## config.mk

```make
export PLATFORM = sky130hd
export DESIGN_NAME = t07_timer_countdown_ctrl
export DESIGN_NICKNAME = d
export VERILOG_FILES = /design/src/rtl/t07_timer_countdown_ctrl.sv
export SDC_FILE = /design/constraint.sdc
export NUM_CORES = 1
export LEC_CHECK = 0
export CORE_MARGIN = 8
export CORE_UTILIZATION = 60
export CTS_CLUSTER_DIAMETER = 150
export DETAILED_ROUTE_END_ITERATION = 8
export PLACE_DENSITY = 0.79
export SYNTH_ARGS = -nofsm -noshare
export SYNTH_HDL_FRONTEND = slang
export SYNTH_SLANG_ARGS = --single-unit
```

## constraint.sdc

```tcl
create_clock -name clk -period 2.3 [get_ports clk]
set_input_delay 0.345 -clock clk [delete_from_list [all_inputs] [get_ports clk]]
set_output_delay 0.345 -clock clk [all_outputs]
set_load 0.01 [all_outputs]
```

## src/rtl/t07_timer_countdown_ctrl.sv

```systemverilog
// ---------------------------------------------------------------------------
// t07_timer_countdown_ctrl
//
// Countdown-timer core. Holds an M:SS preset that the user edits with the
// increment buttons, counts it down once per second while running, and
// drives the BCD digits plus the display-enable level consumed by the SPI
// display stage (t07_timer_ssdec_spi_master). Inputs come from the
// debounced button / edge-detect stage as single-cycle pulses.
//
// Configuration macro:
//   T07_TIMER_ALARM_EN  - when defined, adds the alarm output generator and
//                         the ALARM_SECS parameter. When undefined, alarm is
//                         tied low and everything else behaves identically.
//
// Parameters:
//   TICK_DIV        clk cycles per 1 s tick (>= 2, even)
//   STARTUP_CYCLES  cycles after rst release before disp_enable asserts
//   DEFAULT_MIN     preset minutes after rst (0..7)
//   DEFAULT_SEC     preset seconds after rst (0..59)
//   ALARM_SECS      alarm duration in seconds (alarm build only)
//
// Ports:
//   clk          in   system clock
//   rst          in   synchronous reset, active-high
//   start_stop   in   pulse: start / pause / resume / acknowledge
//   reset_time   in   pulse: abandon run, reload preset, return to SET
//   inc_min      in   pulse: preset minutes +1 (SET only)
//   inc_sec      in   pulse: preset seconds +1 (SET only)
//   cnt_min      out  displayed minutes, 0..7
//   cnt_sec_ten  out  displayed tens of seconds, 0..5
//   cnt_sec_one  out  displayed units of seconds, 0..9
//   disp_enable  out  display stage enable level
//   running      out  high while counting down
//   done         out  high once the count has reached 0:00
//   alarm        out  alarm drive (tied 0 without T07_TIMER_ALARM_EN)
// ---------------------------------------------------------------------------
module t07_timer_countdown_ctrl #(
  parameter int TICK_DIV       = 10_000_000,
  parameter int STARTUP_CYCLES = 1_000_000,
  parameter int DEFAULT_MIN    = 1,
  parameter int DEFAULT_SEC    = 0
`ifdef T07_TIMER_ALARM_EN
  ,
  parameter int ALARM_SECS     = 5
`endif
) (
  input  logic       clk,
  input  logic       rst,
  input  logic       start_stop,
  input  logic       reset_time,
  input  logic       inc_min,
  input  logic       inc_sec,
  output logic [2:0] cnt_min,
  output logic [2:0] cnt_sec_ten,
  output logic [3:0] cnt_sec_one,
  output logic       disp_enable,
  output logic       running,
  output logic       done,
  output logic       alarm
);

  // Counter widths, guarded so degenerate parameter values still give 1 bit.
  localparam int PW = (TICK_DIV > 1) ? $clog2(TICK_DIV) : 1;
  localparam int SW = (STARTUP_CYCLES > 1) ? $clog2(STARTUP_CYCLES) : 1;

  localparam logic [PW-1:0] TICK_LAST    = PW'(TICK_DIV - 1);
  localparam logic [SW-1:0] STARTUP_LAST = SW'(STARTUP_CYCLES - 1);

  localparam logic [2:0] RST_MIN = 3'(DEFAULT_MIN);
  localparam logic [2:0] RST_TEN = 3'(DEFAULT_SEC / 10);
  localparam logic [3:0] RST_ONE = 4'(DEFAULT_SEC % 10);

  typedef enum logic [1:0] {
    S_SET,
    S_RUN,
    S_PAUSE,
    S_DONE
  } state_t;

  state_t        state;
  logic [2:0]    preset_min;
  logic [2:0]    preset_ten;
  logic [3:0]    preset_one;
  logic [PW-1:0] prescaler;
  logic [SW-1:0] startup_cnt;

  logic [2:0]    set_min;
  logic [2:0]    set_ten;
  logic [3:0]    set_one;
  logic [2:0]    dec_min;
  logic [2:0]    dec_ten;
  logic [3:0]    dec_one;
  logic          preset_zero;
  logic          dec_zero;
  logic          tick;

  // Next preset value for the increment buttons. Both buttons may apply in
  // the same cycle; seconds wrap 59 -> 00 without carrying into minutes,
  // and minutes wrap 7 -> 0 through the natural 3-bit overflow.
  always_comb begin
    set_min = preset_min;
    set_ten = preset_ten;
    set_one = preset_one;
    if (inc_min) begin
      set_min = preset_min + 3'd1;
    end
    if (inc_sec) begin
      if (preset_one == 4'd9) begin
        set_one = 4'd0;
        set_ten = (preset_ten == 3'd5) ? 3'd0 : preset_ten + 3'd1;
      end else begin
        set_one = preset_one + 4'd1;
      end
    end
  end

  // One-second decrement of the displayed count with BCD borrow.
  always_comb begin
    dec_min = cnt_min;
    dec_ten = cnt_sec_ten;
    dec_one = cnt_sec_one;
    if (cnt_sec_one != 4'd0) begin
      dec_one = cnt_sec_one - 4'd1;
    end else begin
      dec_one = 4'd9;
      if (cnt_sec_ten != 3'd0) begin
        dec_ten = cnt_sec_ten - 3'd1;
      end else begin
        dec_ten = 3'd5;
        dec_min = cnt_min - 3'd1;
      end
    end
  end

  assign preset_zero = (preset_min == 3'd0) && (preset_ten == 3'd0) && (preset_one == 4'd0);
  assign dec_zero    = (dec_min == 3'd0) && (dec_ten == 3'd0) && (dec_one == 4'd0);
  assign tick        = (prescaler == TICK_LAST);

  // Main control FSM. Per-cycle priority is reset_time, then start_stop,
  // then the increment buttons. In SET the displayed count tracks the
  // preset in the same cycle the preset changes.
  always_ff @(posedge clk) begin
    if (rst) begin
      state       <= S_SET;
      preset_min  <= RST_MIN;
      preset_ten  <= RST_TEN;
      preset_one  <= RST_ONE;
      cnt_min     <= RST_MIN;
      cnt_sec_ten <= RST_TEN;
      cnt_sec_one <= RST_ONE;
      prescaler   <= '0;
      running     <= 1'b0;
      done        <= 1'b0;
    end else begin
      case (state)
        S_SET: begin
          if (reset_time) begin
            cnt_min     <= preset_min;
            cnt_sec_ten <= preset_ten;
            cnt_sec_one <= preset_one;
          end else if (start_stop) begin
            // A 0:00 preset has nothing to count, so the start is ignored.
            if (!preset_zero) begin
              state     <= S_RUN;
              prescaler <= '0;
              running   <= 1'b1;
            end
          end else begin
            preset_min  <= set_min;
            preset_ten  <= set_ten;
            preset_one  <= set_one;
            cnt_min     <= set_min;
            cnt_sec_ten <= set_ten;
            cnt_sec_one <= set_one;
          end
        end

        S_RUN: begin
          if (reset_time) begin
            state       <= S_SET;
            running     <= 1'b0;
            cnt_min     <= preset_min;
            cnt_sec_ten <= preset_ten;
            cnt_sec_one <= preset_one;
          end else if (start_stop) begin
            // Prescaler is frozen here. If this was the tick cycle the
            // decrement is skipped and the prescaler stays at its last
            // value, so the first RUN cycle after resuming ticks.
            state   <= S_PAUSE;
            running <= 1'b0;
          end else if (tick) begin
            prescaler   <= '0;
            cnt_min     <= dec_min;
            cnt_sec_ten <= dec_ten;
            cnt_sec_one <= dec_one;
            if (dec_zero) begin
              state   <= S_DONE;
              running <= 1'b0;
              done    <= 1'b1;
            end
          end else begin
            prescaler <= prescaler + 1'b1;
          end
        end

        S_PAUSE: begin
          if (reset_time) begin
            state       <= S_SET;
            cnt_min     <= preset_min;
            cnt_sec_ten <= preset_ten;
            cnt_sec_one <= preset_one;
          end else if (start_stop) begin
            state   <= S_RUN;
            running <= 1'b1;
          end
        end

        S_DONE: begin
          if (reset_time || start_stop) begin
            state       <= S_SET;
            done        <= 1'b0;
            cnt_min     <= preset_min;
            cnt_sec_ten <= preset_ten;
            cnt_sec_one <= preset_one;
          end
        end

        default: begin
          state   <= S_SET;
          running <= 1'b0;
          done    <= 1'b0;
        end
      endcase
    end
  end

  // Display boot delay: once the counter has reached its last value the
  // enable is set and the counter stops, so the level holds until rst.
  always_ff @(posedge clk) begin
    if (rst) begin
      startup_cnt <= '0;
      disp_enable <= 1'b0;
    end else if (!disp_enable) begin
      if (startup_cnt == STARTUP_LAST) begin
        disp_enable <= 1'b1;
      end else begin
        startup_cnt <= startup_cnt + 1'b1;
      end
    end
  end

`ifdef T07_TIMER_ALARM_EN
  localparam int ALARM_LEN = ALARM_SECS * TICK_DIV;
  localparam int AW        = (ALARM_LEN > 1) ? $clog2(ALARM_LEN) : 1;
  localparam int HALF      = TICK_DIV / 2;
  localparam int HW        = (HALF > 1) ? $clog2(HALF) : 1;

  localparam logic [AW-1:0] ALARM_LAST = AW'(ALARM_LEN - 1);
  localparam logic [HW-1:0] HALF_LAST  = HW'(HALF - 1);

  logic          enter_done;
  logic          leave_done;
  logic          alarm_active;
  logic [AW-1:0] alarm_cnt;
  logic [HW-1:0] half_cnt;

  // Mirrors the FSM conditions for the edge that enters / leaves DONE.
  assign enter_done = (state == S_RUN) && !reset_time && !start_stop && tick && dec_zero;
  assign leave_done = (state == S_DONE) && (reset_time || start_stop);

  // Alarm waveform: high on the edge that enters DONE, toggling every half
  // second, then silenced for good once ALARM_SECS have elapsed.
  always_ff @(posedge clk) begin
    if (rst) begin
      alarm        <= 1'b0;
      alarm_active <= 1'b0;
      alarm_cnt    <= '0;
      half_cnt     <= '0;
    end else if (enter_done) begin
      alarm        <= 1'b1;
      alarm_active <= 1'b1;
      alarm_cnt    <= '0;
      half_cnt     <= '0;
    end else if ((state != S_DONE) || leave_done) begin
      alarm        <= 1'b0;
      alarm_active <= 1'b0;
    end else if (alarm_active) begin
      if (alarm_cnt == ALARM_LAST) begin
        alarm        <= 1'b0;
        alarm_active <= 1'b0;
      end else begin
        alarm_cnt <= alarm_cnt + 1'b1;
        if (half_cnt == HALF_LAST) begin
          half_cnt <= '0;
          alarm    <= ~alarm;
        end else begin
          half_cnt <= half_cnt + 1'b1;
        end
      end
    end
  end
`else
  assign alarm = 1'b0;
`endif

endmodule

```

# Word level (Yosys, flattened, before mapping)
# Index checks and enable logic that the tools add are counted.
# totals
out_inout_bits	14
input_bits	6
elab_cells	143
register_bits	69
# op_classes
eq_ne	24
addsub	8
mux	71
n_bitwise	4
reduce_logical	24
# ops
operator	count
24-bit two-way mux	6
3-bit two-way mux	22
24-bit case mux with 2 select lines	1
4-bit two-way mux	10
24-bit by 1-bit adder with 24-bit output (second input constant)	1
24-bit == test (second input constant)	1
3-bit case mux with 4 select lines	2
2-bit inequality test (second input constant)	11
20-bit by 1-bit adder with 20-bit output (second input constant)	1
20-bit == test (second input constant)	1
2-bit two-way mux	10
1-bit two-way mux	16
4-bit case mux with 4 select lines	1
3-bit zero test	4
3-bit inequality test (second input constant)	4
6-bit AND reduction	2
4-bit zero test	2
4-bit inequality test (second input constant)	2
2-bit case mux with 4 select lines	1
8-bit AND reduction	1
7-bit AND reduction	1
3-bit by 1-bit adder with 3-bit output (second input constant)	2
3-bit nonzero test	2
3-bit by 1-bit subtractor with 3-bit output (second input constant)	2
other kinds (17)	25

# Logic depth before layout (Yosys ltp)
# logic_depth
depth_word	11
depth_mapped	9
mapped_depth_nobuf	7

# Least setup slack after synthesis
# OpenSTA, ideal clock, no wires.
# synth_timing
kind	register to register
startpoint	register cnt_sec_one[0]
endpoint	register cnt_sec_ten[1]
path_stages_with_launch	7
setup_ns	0.079
period_less_slack_ns	1.854
t_arrival_ns	1.774
path_slack_ns	0.446
path_buffers	1
path_cell_list	dfxtp_1 buf_6 or4_4 or4_1 a21oi_1 a221oi_1 a211oi_2
# synth_between
elab_chain_cells	6
# synth_rtl
item	line_no	source
from (decl)	55	output logic [3:0] cnt_sec_one,
from (signal assigned)	160	cnt_sec_one <= preset_one;
from (signal assigned)	174	cnt_sec_one <= set_one;
from (signal assigned)	184	cnt_sec_one <= preset_one;
4-bit nonzero test	122	if (cnt_sec_one != 4'd0) begin
3-bit two-way mux	122	
3-bit two-way mux	191	end else if (tick) begin
3-bit two-way mux	185	end else if (start_stop) begin
3-bit two-way mux	179	if (reset_time) begin
3-bit case mux with 4 select lines	155	case (state)
to (signal assigned)	159	cnt_sec_ten <= preset_ten;
to (signal assigned)	183	cnt_sec_ten <= preset_ten;
to (signal assigned)	194	cnt_sec_ten <= dec_ten;
to (decl)	54	output logic [2:0] cnt_sec_ten,
# Every way passes these cells. The select of a mux whose other input is x is not followed.
# A chain may end at the register's enable or synchronous reset.

# Final worst setup path
# layout_timing
startpoint	register preset_min[0]
endpoint	register running
# layout_between
elab_chain_cells	5
# layout_rtl
item	line_no	source
from (decl)	81	logic [2:0] preset_min;
from (signal assigned)	169	preset_min <= set_min;
3-bit zero test	135	assign preset_zero = (preset_min == 3'd0) && (preset_ten == 3'd0) && (preset_one == 4'd0);
1-bit logical AND (2 in a row)	135	
2-bit inequality test (no source line)	n/a	
8-bit AND reduction (no source line)	n/a	
to (signal assigned)	152	running <= 1'b0;
to (signal assigned)	166	running <= 1'b1;
to (signal assigned)	181	running <= 1'b0;
to (decl)	57	output logic running,
# Every way passes these cells.

==> out/qor.yml <==
leakagePower_nw: 1.60
relSlewSlack: 0.632
wl_per_cell_um: 16.2
critPathRequiredTime_ps: 2540
cts_inserted_buffers: 9
grt_start_max_net_pins: 30
cp-start-kind: "flop"
async_flop_share: 0
antenna_cells: 0
ctsRootBufferMaster: "clkbuf_8"
drv_cap: 0
clk_path_buf_depth: 2
synth_compound_area_frac: 0.157
ctsResizeCount: 0
power_density_nw_per_um2: 556
synthMuxAreaShare: 0.0280
grt_pass1_wl_um: 16800
r2r-start: "preset_min[0]"
cp-startpoint: "preset_min[0]"
vias: 3781
h-tree-depth: 3
critPathMaxFanout: 11
cp.arrival_ps: 2310
postCtsSetupBuffers: 0
grt_setup_unrepaired: "false"
areaGrowthSynthToFinish_pct: 11.9
synth.distinct_cells: 65
path_class: "reg -> reg"
dr.pass1.iters: 7
gp_congestion: 0.935
antenna_found_initial: 0
drt_iter0_drc: 272
pwr-share-clk: 0.391
clkTransAtPathRegs_ps: 70
synth-xor-area-share: 0.0818
clk_latency_ps: 340
r2r_end: "running"
synth_ff_type: "dfxtp_1"
yosysWarnings: 0
row_count: 30
final_common_cell: "dfxtp_1"
drive_gt1_frac: 0.119
fin_ws_ps: 227
clock-sinks: 69
synth_enable_flop_cells: 0
syn_avg_cell_area_um2: 8.17
mostFrequentLayoutCells: "69 x dfxtp_1, 68 x nor2_1, 45 x nand2_1, 27 x a21oi_1, 27 x nand3_1"
slew_violations: 0
io_buffers: 18
p_sw_frac: 0.261
syn_area_um2: 4070
pre_cts_ws_ps: -7.99
ant_nets: 0
r2r_setup_slack_ps: 230
routed_wirelength_um: 9850
run_status: "finished, final reports clean"
fin_skew_ps: 6.88
setup_viol: 0
hold_buffers: 0
rr_worst_depth: 7
pwr-share-seq: 0.494
initial_core_util: 0.609
p_int_mw: 1.87
fin_crit_ps: 2070
gr-usage-met2: 0.342
met1_usage: 0.257
synth-adder-area-share: 0.0185
max_freq_mhz: 482
syn-num-nets: 510
post-route-drc-count: 0
vdd_drop_max_v: 0.000334
switching_power_mw: 0.662
fp.dieW_um: 98.3
die_h_um: 98.3
comb_power_share: 0.115
hpwl_um: 7000
met3_usage: 0.0569
grt-ovfl-total: 0
tightestPinTransition_ps: 539
ys_ff_latch: 69
total_power_mw: 2.53
cts_tree: "yes"
grt_pass1_vias: 3537
yosys.area_share.simple: 0.319
hold_violations: 0
grt-busiest-layer: "met2"
syn_inst: 498
hold_path.class: "reg -> reg"
via_per_inst: 6.21
post-route-period-util: 0.901
synth_top_family_by_area: "simple AND/OR/NAND/NOR gates"
track_usage: 0.207
ys_seq_area_frac: 0.340
ios: 20
end_kind: "flop"
die-area_um2: 9670
nets: 536
cp-endpoint: "running"
core-area_um2: 6680
[cell usage after synthesis, types with 3 or more instances]
master    count  share of area
mux2i_1       8          0.020
and2_1        4         0.0062
dfxtp_1      69           0.34
nand4_1      12          0.018
or3_1         6         0.0092
a21o_1        3         0.0055
o211ai_1      3         0.0055
and4_1        5          0.011
a221oi_1      3         0.0065
nand2_1      45          0.042
xor2_1       19          0.041
clkbuf_1     11          0.010
nor4b_1       3         0.0065
a21oi_1      27          0.033
buf_2         6         0.0074
nor4_1       10          0.015
o21ai_0      18          0.022
nor3_1       13          0.016
a31o_2        4         0.0086
nand3_1      27          0.033
clkbuf_8      3          0.010
o31ai_1       5         0.0092
a31oi_1       3         0.0046
nor2b_1       8          0.012
or4_1         7          0.013
mux2_2        3         0.0083
nor2_1       68          0.063
a211oi_1     11          0.020
xnor2_1      19          0.041
ha_1          6          0.018
and3_1        8          0.012
buf_4         3         0.0055
inv_1        13          0.012
[power by group through the flow]
stage / combinational [mW] / clock [mW] / sequential, mW
detailed placement: 0.287 / 0 / 1.28
floorplan: 0.209 / 0 / 1.27
global placement: 0.277 / 0 / 1.28
finish: 0.292 / 0.988 / 1.25
global route: 0.322 / 1.05 / 1.25
CTS: 0.289 / 1.01 / 1.25
[registers in the layout, indices dropped and copies added (netlist names), 2 cells and up]
register and cells:
prescaler 24, startup_cnt 20, cnt_sec_one 4, preset_one 4, cnt_min 3, cnt_sec_ten 3, preset_min 3, preset_ten 3
state 2
[cell families (layout without fill, tap and decap cells)]
logic type,after synthesis,after routing
flops,69,69
compound gates,95,95
fa+ha+maj,6,6
other cells,1,1
simple gates,239,239
xor+xnor,38,38
mux,11,11
buf+inv,39,70
[layout make-up]
class	count	area (um^2)
Clock buffer	12	145
Clock inverter	4	47.5
Fill cell	557	2130
Inverter	13	48.8
Multi-Input combinational cell	390	2460
Sequential cell	69	1380
Tap cell	80	100
Timing Repair Buffer	41	365
[stage by stage]
stage	hold slack, ps	area, um^2	setup TNS [ps]	utilization	std cells
after global placement	473	4360	0	0.653	593
final	497	4550	0	0.681	609
after global routing	540	4550	0	0.681	609
after floorplan	445	4070	0	-	498
after CTS	493	4550	0	0.681	609
after detailed placement	477	4360	-7.99	0.653	593
[routing by layer]
metal  wire length, um  vias up
li1                  -     1856
met1              4510     1787
met2              4700      120
met3               491       18
met4               146        0
met5                 0        -
[critical path: stages (launching register included)]
cell	delay, ps
dfxtp_1	340
inv_1	120
ha_1	150
nor3b_1	240
and3_1	520
nor3_1	100
a32o_1	290
a31o_2	210
[how the worst min path moves through the flow]
| stage | from | to | slack, ps | cells past startpoint |
|---|---|---|---|---|
| after floorplan | startup_cnt[19] | startup_cnt[19] | 450 | 2 |
| after global placement | startup_cnt[19] | startup_cnt[19] | 470 | 2 |
| after detailed placement | startup_cnt[19] | startup_cnt[19] | 480 | 2 |
| after CTS | startup_cnt[19] | startup_cnt[19] | 490 | 2 |
| after global routing | startup_cnt[19] | startup_cnt[19] | 540 | 2 |
| final | startup_cnt[19] | startup_cnt[19] | 500 | 2 |
No activity file was read; power rests on OpenSTA's default activity.
